==> config.mk <==
export PLATFORM = sky130hd
export DESIGN_NAME = reg_writeback
export DESIGN_NICKNAME = d
export VERILOG_FILES = /design/src/rtl/reg_writeback.sv
export SDC_FILE = /design/constraint.sdc
export NUM_CORES = 1
export LEC_CHECK = 0
export CORE_MARGIN = 10
export CORE_UTILIZATION = 40
export DETAILED_ROUTE_END_ITERATION = 6
export GPL_TIMING_DRIVEN = 0
export HOLD_SLACK_MARGIN = 0.08
export PLACE_DENSITY_LB_ADDON = 0.25
export SYNTH_ARGS = -nofsm -noshare
export SYNTH_HDL_FRONTEND = slang
export SYNTH_SLANG_ARGS = --single-unit
==> constraint.sdc <==
create_clock -name i_clk -period 6.3 [get_ports i_clk]
set_input_delay 1.575 -clock i_clk [delete_from_list [all_inputs] [get_ports i_clk]]
set_output_delay 1.575 -clock i_clk [all_outputs]
set_load 0.01 [all_outputs]
==> src/rtl/reg_writeback.sv <==
// Register-file write side: a result FIFO that drains one register per cycle into the
// write port, plus a per-register pending-write scoreboard for decode stalls.
module reg_writeback #(
    parameter int unsigned DEPTH = 4
) (
    input  logic        i_clk,
    input  logic        i_rst,
    input  logic        i_res_valid,
    output logic        o_res_ready,
    input  logic        i_res_regwrite,
    input  logic [5:0]  i_res_rd,
    input  logic [31:0] i_res_alu,
    input  logic [31:0] i_res_mem,
    input  logic        i_res_memtoreg,
    input  logic        i_iss_valid,
    input  logic [5:0]  i_iss_rd,
    input  logic [5:0]  i_qs,
    input  logic [5:0]  i_qt,
    output logic        o_busy_s,
    output logic        o_busy_t,
    input  logic        i_wb_hold,
    output logic [5:0]  o_wb_rd,
    output logic [31:0] o_wb_din,
    output logic        o_wb_wrt,
    output logic        o_sb_err
);

    localparam int unsigned RW   = 6;
    localparam int unsigned DW   = 32;
    localparam int unsigned NREG = 64;
    localparam int unsigned AW   = $clog2(DEPTH);
    localparam int unsigned CW   = AW + 1;

    typedef struct packed {
        logic [RW-1:0] rd;
        logic [DW-1:0] data;
    } wb_entry_t;

    wb_entry_t        r_mem [DEPTH];
    logic [AW-1:0]    r_wr_ptr;
    logic [AW-1:0]    r_rd_ptr;
    logic [CW-1:0]    r_count;
    logic             r_wb_wrt;
    logic [RW-1:0]    r_wb_rd;
    logic [DW-1:0]    r_wb_din;
    logic [1:0]       r_cnt [NREG];
    logic             r_sb_err;

    logic             w_push;
    logic             w_pop;
    wb_entry_t        w_entry;
    logic [NREG-1:0]  w_inc;
    logic [NREG-1:0]  w_dec;
    logic [1:0]       w_cnt_nxt [NREG];
    logic             w_err_set;

    // Readiness depends only on occupancy, so a full FIFO refuses even while popping.
    assign o_res_ready = (r_count < CW'(DEPTH));
    assign w_push      = i_res_valid && o_res_ready && i_res_regwrite && (i_res_rd != '0);
    assign w_pop       = !i_wb_hold && (r_count != '0);
    assign w_entry.rd   = i_res_rd;
    assign w_entry.data = i_res_memtoreg ? i_res_mem : i_res_alu;

    always_ff @(posedge i_clk) begin
        if (w_push) begin
            r_mem[r_wr_ptr] <= w_entry;
        end
    end

    always_ff @(posedge i_clk or posedge i_rst) begin
        if (i_rst) begin
            r_wr_ptr <= '0;
            r_rd_ptr <= '0;
            r_count  <= '0;
        end else begin
            if (w_push) begin
                r_wr_ptr <= r_wr_ptr + AW'(1);
            end
            if (w_pop) begin
                r_rd_ptr <= r_rd_ptr + AW'(1);
            end
            r_count <= r_count + CW'(w_push) - CW'(w_pop);
        end
    end

    // Write port: address/data hold their last value when no write is issued.
    always_ff @(posedge i_clk or posedge i_rst) begin
        if (i_rst) begin
            r_wb_wrt <= 1'b0;
            r_wb_rd  <= '0;
            r_wb_din <= '0;
        end else if (w_pop) begin
            r_wb_wrt <= 1'b1;
            r_wb_rd  <= r_mem[r_rd_ptr].rd;
            r_wb_din <= r_mem[r_rd_ptr].data;
        end else begin
            r_wb_wrt <= 1'b0;
        end
    end

    assign o_wb_wrt = r_wb_wrt;
    assign o_wb_rd  = r_wb_rd;
    assign o_wb_din = r_wb_din;

    assign w_inc = (i_iss_valid && (i_iss_rd != '0)) ? (NREG'(1) << i_iss_rd) : '0;
    assign w_dec = r_wb_wrt ? (NREG'(1) << r_wb_rd) : '0;

    // Saturating scoreboard counters; simultaneous inc/dec of one register cancel.
    always_comb begin
        w_err_set    = 1'b0;
        w_cnt_nxt[0] = '0;
        for (int unsigned i = 1; i < NREG; i++) begin
            w_cnt_nxt[i] = r_cnt[i];
            if (w_inc[i] && !w_dec[i]) begin
                if (r_cnt[i] == 2'd3) begin
                    w_err_set = 1'b1;
                end else begin
                    w_cnt_nxt[i] = r_cnt[i] + 2'd1;
                end
            end else if (w_dec[i] && !w_inc[i]) begin
                if (r_cnt[i] == 2'd0) begin
                    w_err_set = 1'b1;
                end else begin
                    w_cnt_nxt[i] = r_cnt[i] - 2'd1;
                end
            end
        end
    end

    always_ff @(posedge i_clk or posedge i_rst) begin
        if (i_rst) begin
            for (int unsigned i = 0; i < NREG; i++) begin
                r_cnt[i] <= '0;
            end
            r_sb_err <= 1'b0;
        end else begin
            for (int unsigned i = 0; i < NREG; i++) begin
                r_cnt[i] <= w_cnt_nxt[i];
            end
            r_sb_err <= r_sb_err | w_err_set;
        end
    end

    // Counter 0 is pinned to zero, so querying register 0 never reports busy.
    assign o_busy_s = (r_cnt[i_qs] != 2'd0);
    assign o_busy_t = (r_cnt[i_qt] != 2'd0);
    assign o_sb_err = r_sb_err;

endmodule

==> impl_metrics.py, run 1 <==
metrics = {
    "sta": {
        "clock-skew-final_ns": 0.0153,
        "rsz0062_at_grt": "false",
        "max_freq_mhz": 170,
        "tns_ns": 0,
        "tightestPinTransition_ns": 1.42,
        "drv_slew": 0,
        "relSlewSlack_pct": 4.69,
        "period_needed_ns": 5.90,
        "finalHoldViolations": 0,
        "period_share_pct": 93.6,
        "setup-violations-final": 0,
    },
    "global_route": {
        "grt_max_degree": 95,
        "use_met1_pct": 25.2,
        "use_met2_pct": 33.0,
        "overflow": 0,
        "grt_antenna_before_repair": 0,
        "grt_use_total_pct": 20.2,
        "grtUsageMet3_pct": 4.62,
        "grt_pass1_wl_um": 87800,
        "grt-busiest-layer": "met2",
        "grt_pass1_vias": 14400,
    },
    "floorplan": {
        "initial_core_util_pct": 40.7,
        "die_h_um": 238,
        "coreArea_um2": 46900,
        "die_w_um": 238,
        "dieArea_um2": 56800,
        "io_pins": 138,
        "fp-row-count": 79,
    },
    "placed_design": {
        "port-buffer-count": 131,
        "gp_congestion": 0.981,
        "hpwl_um": 43300,
    },
    "pwr": {
        "p_switching_mw": 2.38,
        "total_power_mw": 7.30,
        "pwr-share-comb_pct": 29.1,
        "p_sw_share_pct": 32.6,
        "clock_power_share_pct": 30.0,
        "powerDensity_nw_per_um2": 324,
        "leakagePower_nw": 9.75,
        "peakVddDrop_mv": 0.262,
        "power.internal_mw": 4.92,
        "sequentialPowerShare_pct": 40.8,
    },
    "routing": {
        "wl_per_cell_um": 22.0,
        "wirelength_um": 57500,
        "drcViolationCount": 0,
        "vias": 14700,
        "drtIter0Drc": 1193,
        "routed_via_density": 5.62,
        "drt-pass1-iter-count": 7,
        "antenna_left": 0,
    },
    "clock_tree": {
        "clock-sinks": 325,
        "ctsResizeCount": 0,
        "cts_root_buf": "clkbuf_16",
        "numCtsBuffers": 38,
        "ctsHoldBuffers": 0,
        "tritoncts": "built",
        "clockBufferDepth": 3,
        "htreeDepth": 2,
        "clk_pin_slew_ns": 0.05,
        "clkLatencyLatePin_ns": 0.56,
        "post_cts.repair.setup_buffers": 0,
    },
    "logic_synthesis": {
        "syn_nets": 2024,
        "ys_ff_latch": 325,
        "synth_cells": 1796,
        "synth-edff-count": 152,
        "yosysWarningCount": 0,
        "postSynthAreaPerCell_um2": 10.6,
        "ys_seq_area_share_pct": 46.6,
        "async_flop_share_pct": 53.2,
        "netlist_area_um2": 19100,
        "ys_types": 57,
        "synth_ff_type": "dfrtp_1",
    },
    "critical_path": {
        "crit_path_cell_trace": "clkdlybuf4s50_1 > buf_4 > buf_2 > mux4_2 > a311oi_1 > a211o_1 > clkdlybuf4s50_1",
        "cp.required_ns": 4.72,
        "worstSetupPathType": "in -> out",
        "cp_top_family": "buffers and inverters",
        "crit_path_frequent_cell": "clkdlybuf4s50_1",
        "worst-path-buf-inv": 4,
        "critPathCaptureType": "output port",
        "crit_fanout": 10,
        "startpoint_type": "primary input",
        "critPathMaxStageDelay_ns": 0.60,
        "crit_cells": 7,
        "reg2regPathDepth": 11,
        "slowest_stage": "clkdlybuf4s50_1",
        "critical_path_arrival_ns": 4.32,
    },
    "finish": {
        "areaGrowthSynthToFinish_pct": 18.1,
        "n_antenna_cell": 0,
        "register_area_um2": 8890,
        "layout.nets": 2202,
        "multi_input_area_um2": 9360,
        "drive_gt1_share_pct": 11.3,
        "final_util_pct": 48.1,
        "fillers": 4355,
    },
    "status": {
        "status": "finished, final reports clean",
    },
    "worst_hold_path": {
        "hold_path_class": "reg -> reg",
        "min_delay_path_depth": 1,
    },
    "flow_run": {
        "drv_cap": 0,
    },
}
## state kept, by name, summed over array words and instances (netlist names)
signal	flops
r_mem	152
o_wb_rd	6
o_wb_din	32
r_count	3
o_wb_wrt	1
r_wr_ptr	2
r_cnt	126
r_rd_ptr	2
o_sb_err	1
## path summary, 6_finish.rpt
check / startpoint / slack, ns / to
max reg2reg: o_wb_rd[4] / 2.12 / o_sb_err
min: o_wb_din[14] / 0.50 / o_wb_din[14]
min reg2reg: o_wb_din[14] / 0.50 / o_wb_din[14]
max: i_qs[2] / 0.40 / o_busy_s
min in group asynchronous: i_rst / 1.52 / o_wb_din[10]
max in group asynchronous: i_rst / 3.83 / r_cnt[79]
## cell type report
class                      count  area share (%)
buffer                        50            1.08
clock buffer                  58            4.82
clock inverter                11           0.588
inverter                     162            2.73
multi-input combinational   1259            41.5
sequential                   325            39.5
tap                          607            3.37
timing repair buffer         138            6.46
## worst reg2reg max path, cell delays in order (launching register included)
cell and delay (ns):
dfrtp_1 0.45, nand2_1 0.07, nor2_1 0.76, clkbuf_1 0.69, nand2_1 0.17, ha_1 0.32, and3_1 0.21, a31oi_1 0.21
nand4_1 0.21, nor4_1 0.38, nand3_1 0.12, or3_1 0.44
## metal layers
| metal | routed length (µm) | vias up |
|---|---|---|
| met5 | 0 | - |
| met4 | 2560 | 0 |
| met3 | 4260 | 126 |
| met2 | 26800 | 490 |
| met1 | 24000 | 7226 |
| li1 | - | 6816 |
## synth_stat cells (3+ instances only)
cell      count  area [µm²]
mux4_2       57        1280
a21boi_0      3        22.5
nand2b_1      8        50.1
a211oi_1      8        60.1
nand3_1      28         140
buf_6         4        45.0
and2_1       12        75.1
a32oi_1       5        43.8
nand4_1      18         113
ha_1        132        1650
buf_1         3        11.3
nor3_1       40         200
a21oi_1      35         175
nor2b_1      61         382
nand2_1     241         905
o21ai_0     149         746
a31oi_1      33         206
maj3_1       10         100
a311oi_1      3        26.3
nor2_1      139         522
nor4_1       13        81.3
nor4b_1      45         394
dfrtp_1     173        4330
clkbuf_1     27         101
and3_1        8        50.1
xnor2_1       4        35.0
mux2i_1      44         440
mux2_2       79         890
nand3b_1      8        60.1
nor3b_1       5        37.5
buf_2        14        70.1
o31ai_1      12        90.1
o31a_1       22         193
o21bai_1     11        82.6
inv_1       161         604
edfxtp_1    152        4560
## power by group through the flow
stage                     registers [mW]  logic (mW)  clock network (mW)
after global routing                3.04        2.30                2.34
final                               2.98        2.13                2.19
after global placement              3.00        2.09                   0
after floorplan                     2.96        1.22                   0
after detailed placement            3.01        2.15                   0
after CTS                           2.98        2.15                2.24
## metrics by stage
stage                     setup WS (ns)  instance area, µm²  hold slack (ns)  std cells
final                             0.401               22500            0.504       2610
after global routing              0.297               22500            0.517       2610
after CTS                         0.397               22500            0.508       2610
after detailed placement         0.0105               21300            0.495       2541
after global placement            -3.15               21200            0.489       2534
after floorplan                  0.0365               19100            0.479       1796
## cells by family after synthesis
kind of cell | share of synthesized area [%]
xor+xnor | 0.229
simple gates | 16.2
flops | 46.6
fa+ha+maj | 9.28
mux | 14.0
compound gates | 9.28
buf+inv | 4.46
## placed cells by master, fill, tap and decap left out, drive strengths merged, types with 12 or more instances in the layout
cell type	count
edfxtp	152
a31oi	33
buf	30
nand3	28
ha	132
mux4	59
nor4b	46
nand2	241
nor3	40
dfrtp	173
mux2	79
a21oi	35
nand4	18
nor2	140
o31a	22
o21ai	149
nor2b	61
o31ai	12
mux2i	44
inv	163
clkbuf	85
nor4	13
and2	12
clkdlybuf4s50	131
Note: power is estimated with default switching activity, not from simulation.
==> run 2: changes to the inputs <==
--- a/config.mk
+++ b/config.mk
@@ -11,6 +11,7 @@
 export GPL_TIMING_DRIVEN = 0
 export HOLD_SLACK_MARGIN = 0.08
 export PLACE_DENSITY_LB_ADDON = 0.25
+export SLEW_MARGIN = 20
 export SYNTH_ARGS = -nofsm -noshare
 export SYNTH_HDL_FRONTEND = slang
 export SYNTH_SLANG_ARGS = --single-unit
==> impl_metrics.py, run 2 (synthesis results as in run 1) <==
metrics = {
    "status": {
        "status": "finished, final reports clean",
    },
    "routing": {
        "drcViolationCount": 0,
        "antenna_left": 0,
        "wirelength_um": 57600,
        "vias": 14600,
        "drt-pass1-iter-count": 5,
        "drtIter0Drc": 1278,
        "wl_per_cell_um": 22.1,
        "routed_via_density": 5.60,
    },
    "sta": {
        "setup_ws_ns": 0.389,
        "tightestPinTransition_ns": 1.17,
        "setup-violations-final": 0,
        "period_share_pct": 93.8,
        "finalHoldViolations": 0,
        "clock-skew-final_ns": 0.0174,
        "whs_ns": 0.505,
        "relSlewSlack_pct": 20.8,
        "rsz0062_at_grt": "false",
        "max_freq_mhz": 169,
        "period_needed_ns": 5.91,
        "drv_slew": 0,
    },
    "critical_path": {
        "critical_path_arrival_ns": 4.34,
        "critPathCaptureType": "output port",
        "cp.required_ns": 4.72,
        "startpoint_type": "primary input",
        "worstSetupPathType": "in -> out",
        "crit_fanout": 10,
    },
    "clock_tree": {
        "tritoncts": "built",
        "ctsResizeCount": 0,
        "post_cts.repair.setup_buffers": 0,
        "clk_pin_slew_ns": 0.06,
        "clock-sinks": 325,
        "numCtsBuffers": 38,
        "clkLatencyLatePin_ns": 0.56,
        "cts_root_buf": "clkbuf_16",
        "ctsHoldBuffers": 0,
        "clockBufferDepth": 3,
        "htreeDepth": 2,
    },
    "pwr": {
        "clock_power_share_pct": 29.5,
        "power.internal_mw": 4.87,
        "leakagePower_nw": 9.76,
        "sequentialPowerShare_pct": 41.1,
        "powerDensity_nw_per_um2": 322,
        "pwr-share-comb_pct": 29.3,
        "p_switching_mw": 2.38,
        "p_sw_share_pct": 32.9,
        "peakVddDrop_mv": 0.284,
    },
    "global_route": {
        "overflow": 0,
        "grt_pass1_wl_um": 87500,
        "grt_antenna_before_repair": 0,
        "grt_use_total_pct": 20.1,
        "grt_max_degree": 95,
        "grt_pass1_vias": 14500,
    },
    "floorplan": {
        "die_w_um": 238,
        "dieArea_um2": 56800,
        "initial_core_util_pct": 40.7,
        "coreArea_um2": 46900,
        "io_pins": 138,
        "die_h_um": 238,
        "fp-row-count": 79,
    },
    "placed_design": {
        "gp_congestion": 0.981,
        "port-buffer-count": 131,
        "hpwl_um": 43300,
        "post-place-ws_ns": 0.373,
        "dpl_cell_area_um2": 21300,
    },
    "finish": {
        "layout.nets": 2203,
        "n_antenna_cell": 0,
        "drive_gt1_share_pct": 11.8,
        "final_cell_mix": "nand2_1, dfrtp_1, inv_1, edfxtp_1, o21ai_0",
        "largest_reg_flops": 152,
        "stdcell_area_um2": 22500,
        "regMostFlops": "r_mem",
        "final_common_cell": "nand2_1",
        "final_util_pct": 48.1,
        "areaGrowthSynthToFinish_pct": 18.1,
    },
    "worst_hold_path": {
        "hold_path_class": "reg -> reg",
    },
    "flow_run": {
        "drv_cap": 0,
    },
}
-- run 2: cell types whose count changed in the layout (fill, tap and decap cells not counted) --
cell       change
buf_6          -1
nor2_1         -1
buf_4          +2
nor2_2         +1
nor3_1         -3
nor3_2         +3
clkinv_1       -2
clkbuf_16      -1
bufinv_16      -1
nor4_2         +1
nor4_1         -1
clkbuf_1       -4
clkinv_2       +4
clkbuf_8       +2
-- run 2: layout make-up --
| cell class | count | area, µm² |
|---|---|---|
| Timing Repair Buffer | 139 | 1460 |
| Buffer | 50 | 243 |
| Fill cell | 4325 | 24300 |
| Clock inverter | 12 | 115 |
| Sequential cell | 325 | 8890 |
| Inverter | 162 | 616 |
| Tap cell | 607 | 759 |
| Clock buffer | 55 | 1070 |
| Multi-Input combinational cell | 1259 | 9380 |
-- run 2: metrics by stage --
step | power, mW | instances | setup TNS [ns]
global placement | 5.09 | 2534 | -542.30
floorplan | 4.18 | 1796 | 0
CTS | 7.32 | 2609 | 0
finish | 7.25 | 2609 | 0
global route | 7.61 | 2609 | 0
detailed placement | 5.16 | 2542 | 0
-- run 2: path summary, 6_finish.rpt --
| path | from | endpoint | slack [ns] | cells past startpoint |
|---|---|---|---|---|
| max | i_qs[2] | o_busy_s | 0.39 | 7 |
| min | o_wb_din[14] | o_wb_din[14] | 0.50 | 1 |
| max reg2reg | o_wb_rd[5] | o_sb_err | 1.93 | 11 |
| min reg2reg | o_wb_din[14] | o_wb_din[14] | 0.50 | 1 |
| max in group asynchronous | i_rst | r_cnt[33] | 3.82 | 3 |
| min in group asynchronous | i_rst | o_wb_din[19] | 1.52 | 2 |
-- run 2: critical path, cell delays in order --
cell,delay [ns]
clkdlybuf4s50_1,0.60
buf_4,0.25
buf_2,0.31
mux4_2,0.57
a311oi_1,0.33
a211o_1,0.16
clkdlybuf4s50_1,0.53
-- run 2: layer usage --
metal / vias up / part of all wire [%] / track usage (%)
li1: 6825 / - / -
met1: 7204 / 42 / 25.2
met2: 471 / 46 / 32.8
met3: 111 / 7.5 / 4.39
met4: 0 / 4.4 / 8.68
met5: - / 0 / 0
-- run 2: power by group through the flow --
| stage | combinational, mW | sequential (mW) | clock, mW |
|---|---|---|---|
| detailed placement | 2.14 | 3.01 | 0 |
| floorplan | 1.22 | 2.96 | 0 |
| global placement | 2.09 | 3.00 | 0 |
| global route | 2.30 | 3.04 | 2.28 |
| CTS | 2.15 | 2.98 | 2.19 |
| finish | 2.13 | 2.98 | 2.14 |
==> run 3: changes to the inputs <==
--- a/config.mk
+++ b/config.mk
@@ -7,6 +7,7 @@
 export LEC_CHECK = 0
 export CORE_MARGIN = 10
 export CORE_UTILIZATION = 40
+export CTS_CLUSTER_SIZE = 20
 export DETAILED_ROUTE_END_ITERATION = 6
 export GPL_TIMING_DRIVEN = 0
 export HOLD_SLACK_MARGIN = 0.08
==> impl_metrics.py, run 3 (synthesis results as in run 1) <==
metrics = {
    "routing": {
        "vias": 14600,
        "wl_per_cell_um": 22.1,
        "wirelength_um": 57600,
        "drt-pass1-iter-count": 6,
        "drtIter0Drc": 1293,
        "routed_via_density": 5.60,
        "drcViolationCount": 0,
        "antenna_left": 0,
    },
    "finish": {
        "fillers": 4318,
        "instances_no_fill": 2611,
        "final_cell_mix": "nand2_1, dfrtp_1, inv_1, edfxtp_1, o21ai_0",
        "drive_gt1_share_pct": 12.2,
        "layout.nets": 2203,
        "regMostFlops": "r_mem",
        "areaGrowthSynthToFinish_pct": 18.5,
        "multi_input_area_um2": 9380,
        "largest_reg_flops": 152,
        "register_area_um2": 8890,
        "n_antenna_cell": 0,
        "stdcell_area_um2": 22600,
        "final_common_cell": "nand2_1",
    },
    "clock_tree": {
        "tritoncts": "built",
        "numCtsBuffers": 38,
        "clkLatencyLatePin_ns": 0.56,
        "cts_root_buf": "clkbuf_16",
        "ctsHoldBuffers": 0,
        "clk_pin_slew_ns": 0.06,
        "clockBufferDepth": 3,
        "htreeDepth": 2,
        "clock-sinks": 325,
        "post_cts.repair.setup_buffers": 0,
        "ctsResizeCount": 0,
    },
    "critical_path": {
        "startpoint_type": "primary input",
        "critPathMaxStageDelay_ns": 0.60,
        "slowest_stage": "clkdlybuf4s50_1",
        "critPathCaptureType": "output port",
        "crit_path_frequent_cell": "clkdlybuf4s50_1",
        "cp.required_ns": 4.72,
        "worstSetupPathType": "in -> out",
        "critical_path_arrival_ns": 4.33,
        "crit_fanout": 10,
        "crit_path_cell_trace": "clkdlybuf4s50_1 > buf_4 > buf_2 > mux4_2 > a311oi_1 > a211o_1 > clkdlybuf4s50_1",
    },
    "floorplan": {
        "die_w_um": 238,
        "die_h_um": 238,
        "dieArea_um2": 56800,
        "io_pins": 138,
        "initial_core_util_pct": 40.7,
        "coreArea_um2": 46900,
        "fp-row-count": 79,
    },
    "flow_run": {
        "drv_cap": 0,
    },
    "global_route": {
        "overflow": 0,
        "grt_pass1_wl_um": 87700,
        "grtUsageMet3_pct": 4.52,
        "use_met2_pct": 32.9,
        "use_met1_pct": 25.2,
        "grt_max_degree": 95,
        "grt_use_total_pct": 20.1,
        "grt_pass1_vias": 14500,
        "grt-busiest-layer": "met2",
        "grt_antenna_before_repair": 0,
    },
    "sta": {
        "setup-violations-final": 0,
        "drv_slew": 0,
        "tns_ns": 0,
        "max_freq_mhz": 169,
        "tightestPinTransition_ns": 1.13,
        "relSlewSlack_pct": 23.7,
        "clock-skew-final_ns": 0.0137,
        "period_share_pct": 93.8,
        "rsz0062_at_grt": "false",
        "finalHoldViolations": 0,
        "period_needed_ns": 5.91,
        "setup_ws_ns": 0.393,
    },
    "placed_design": {
        "dpl_cell_area_um2": 21300,
        "port-buffer-count": 131,
        "hpwl_um": 43300,
        "gp_congestion": 0.981,
        "dp.cells": 2542,
        "post-place-ws_ns": 0.373,
    },
    "pwr": {
        "powerDensity_nw_per_um2": 325,
        "total_power_mw": 7.34,
        "peakVddDrop_mv": 0.284,
        "leakagePower_nw": 9.80,
    },
    "worst_hold_path": {
        "hold_path_class": "reg -> reg",
    },
    "status": {
        "status": "finished, final reports clean",
    },
}
==> run 3: cell types whose count changed in the layout (fill, tap and decap cells not counted), sizes merged <==
cell and change:
bufinv +1, clkinv +3, clkbuf -3, clkinvlp +1
==> run 3: area by class of cell <==
| cell class | instances | area share, % |
|---|---|---|
| buffer | 50 | 1.07 |
| clock buffer | 52 | 4.84 |
| sequential | 325 | 39.3 |
| inverter | 162 | 2.72 |
| clock inverter | 17 | 0.741 |
| timing repair buffer | 139 | 6.46 |
| tap | 607 | 3.36 |
| multi-input combinational | 1259 | 41.5 |
==> run 3: power by group <==
part / leakage (nW) / internal [mW] / switching [mW]
Sequential: 3.62 / 2.60 / 0.380
Combinational: 5.56 / 1.03 / 1.09
Clock: 0.621 / 1.31 / 0.929
Total: 9.80 / 4.94 / 2.40
==> run 3: critical path, delay by kind of cell <==
kind / cells / cell delay, ns
buffers and inverters: 4 / 1.69
multiplexers: 1 / 0.58
AO/OA/AOI/OAI: 2 / 0.49
==> run 3: path summary, 6_finish.rpt <==
check,start,end,slack (ns),cells after the start
setup / recovery,i_qs[2],o_busy_s,0.39,7
hold / removal,o_wb_din[14],o_wb_din[14],0.50,1
setup reg to reg,o_wb_rd[4],o_sb_err,1.91,11
hold reg to reg,o_wb_din[14],o_wb_din[14],0.50,1
max in group asynchronous,i_rst,r_cnt[33],3.82,3
min in group asynchronous,i_rst,o_wb_din[19],1.51,2
==> run 3: metrics by stage <==
stage | hold WS [ns] | utilization (%)
2_1_floorplan | 0.479 | -
3_3_place_gp | 0.489 | 45.2
3_5_place_dp | 0.495 | 45.6
4_1_cts | 0.508 | 48.3
5_1_grt | 0.519 | 48.3
6_report | 0.505 | 48.3
==> run 3: metal layers <==
layer | vias to the layer above | wire, µm | part of all wire (%)
li1 | 6821 | - | -
met2 | 494 | 26800 | 46
met1 | 7196 | 24200 | 42
met3 | 106 | 4370 | 7.6
met4 | 0 | 2260 | 3.9
met5 | - | 0 | 0
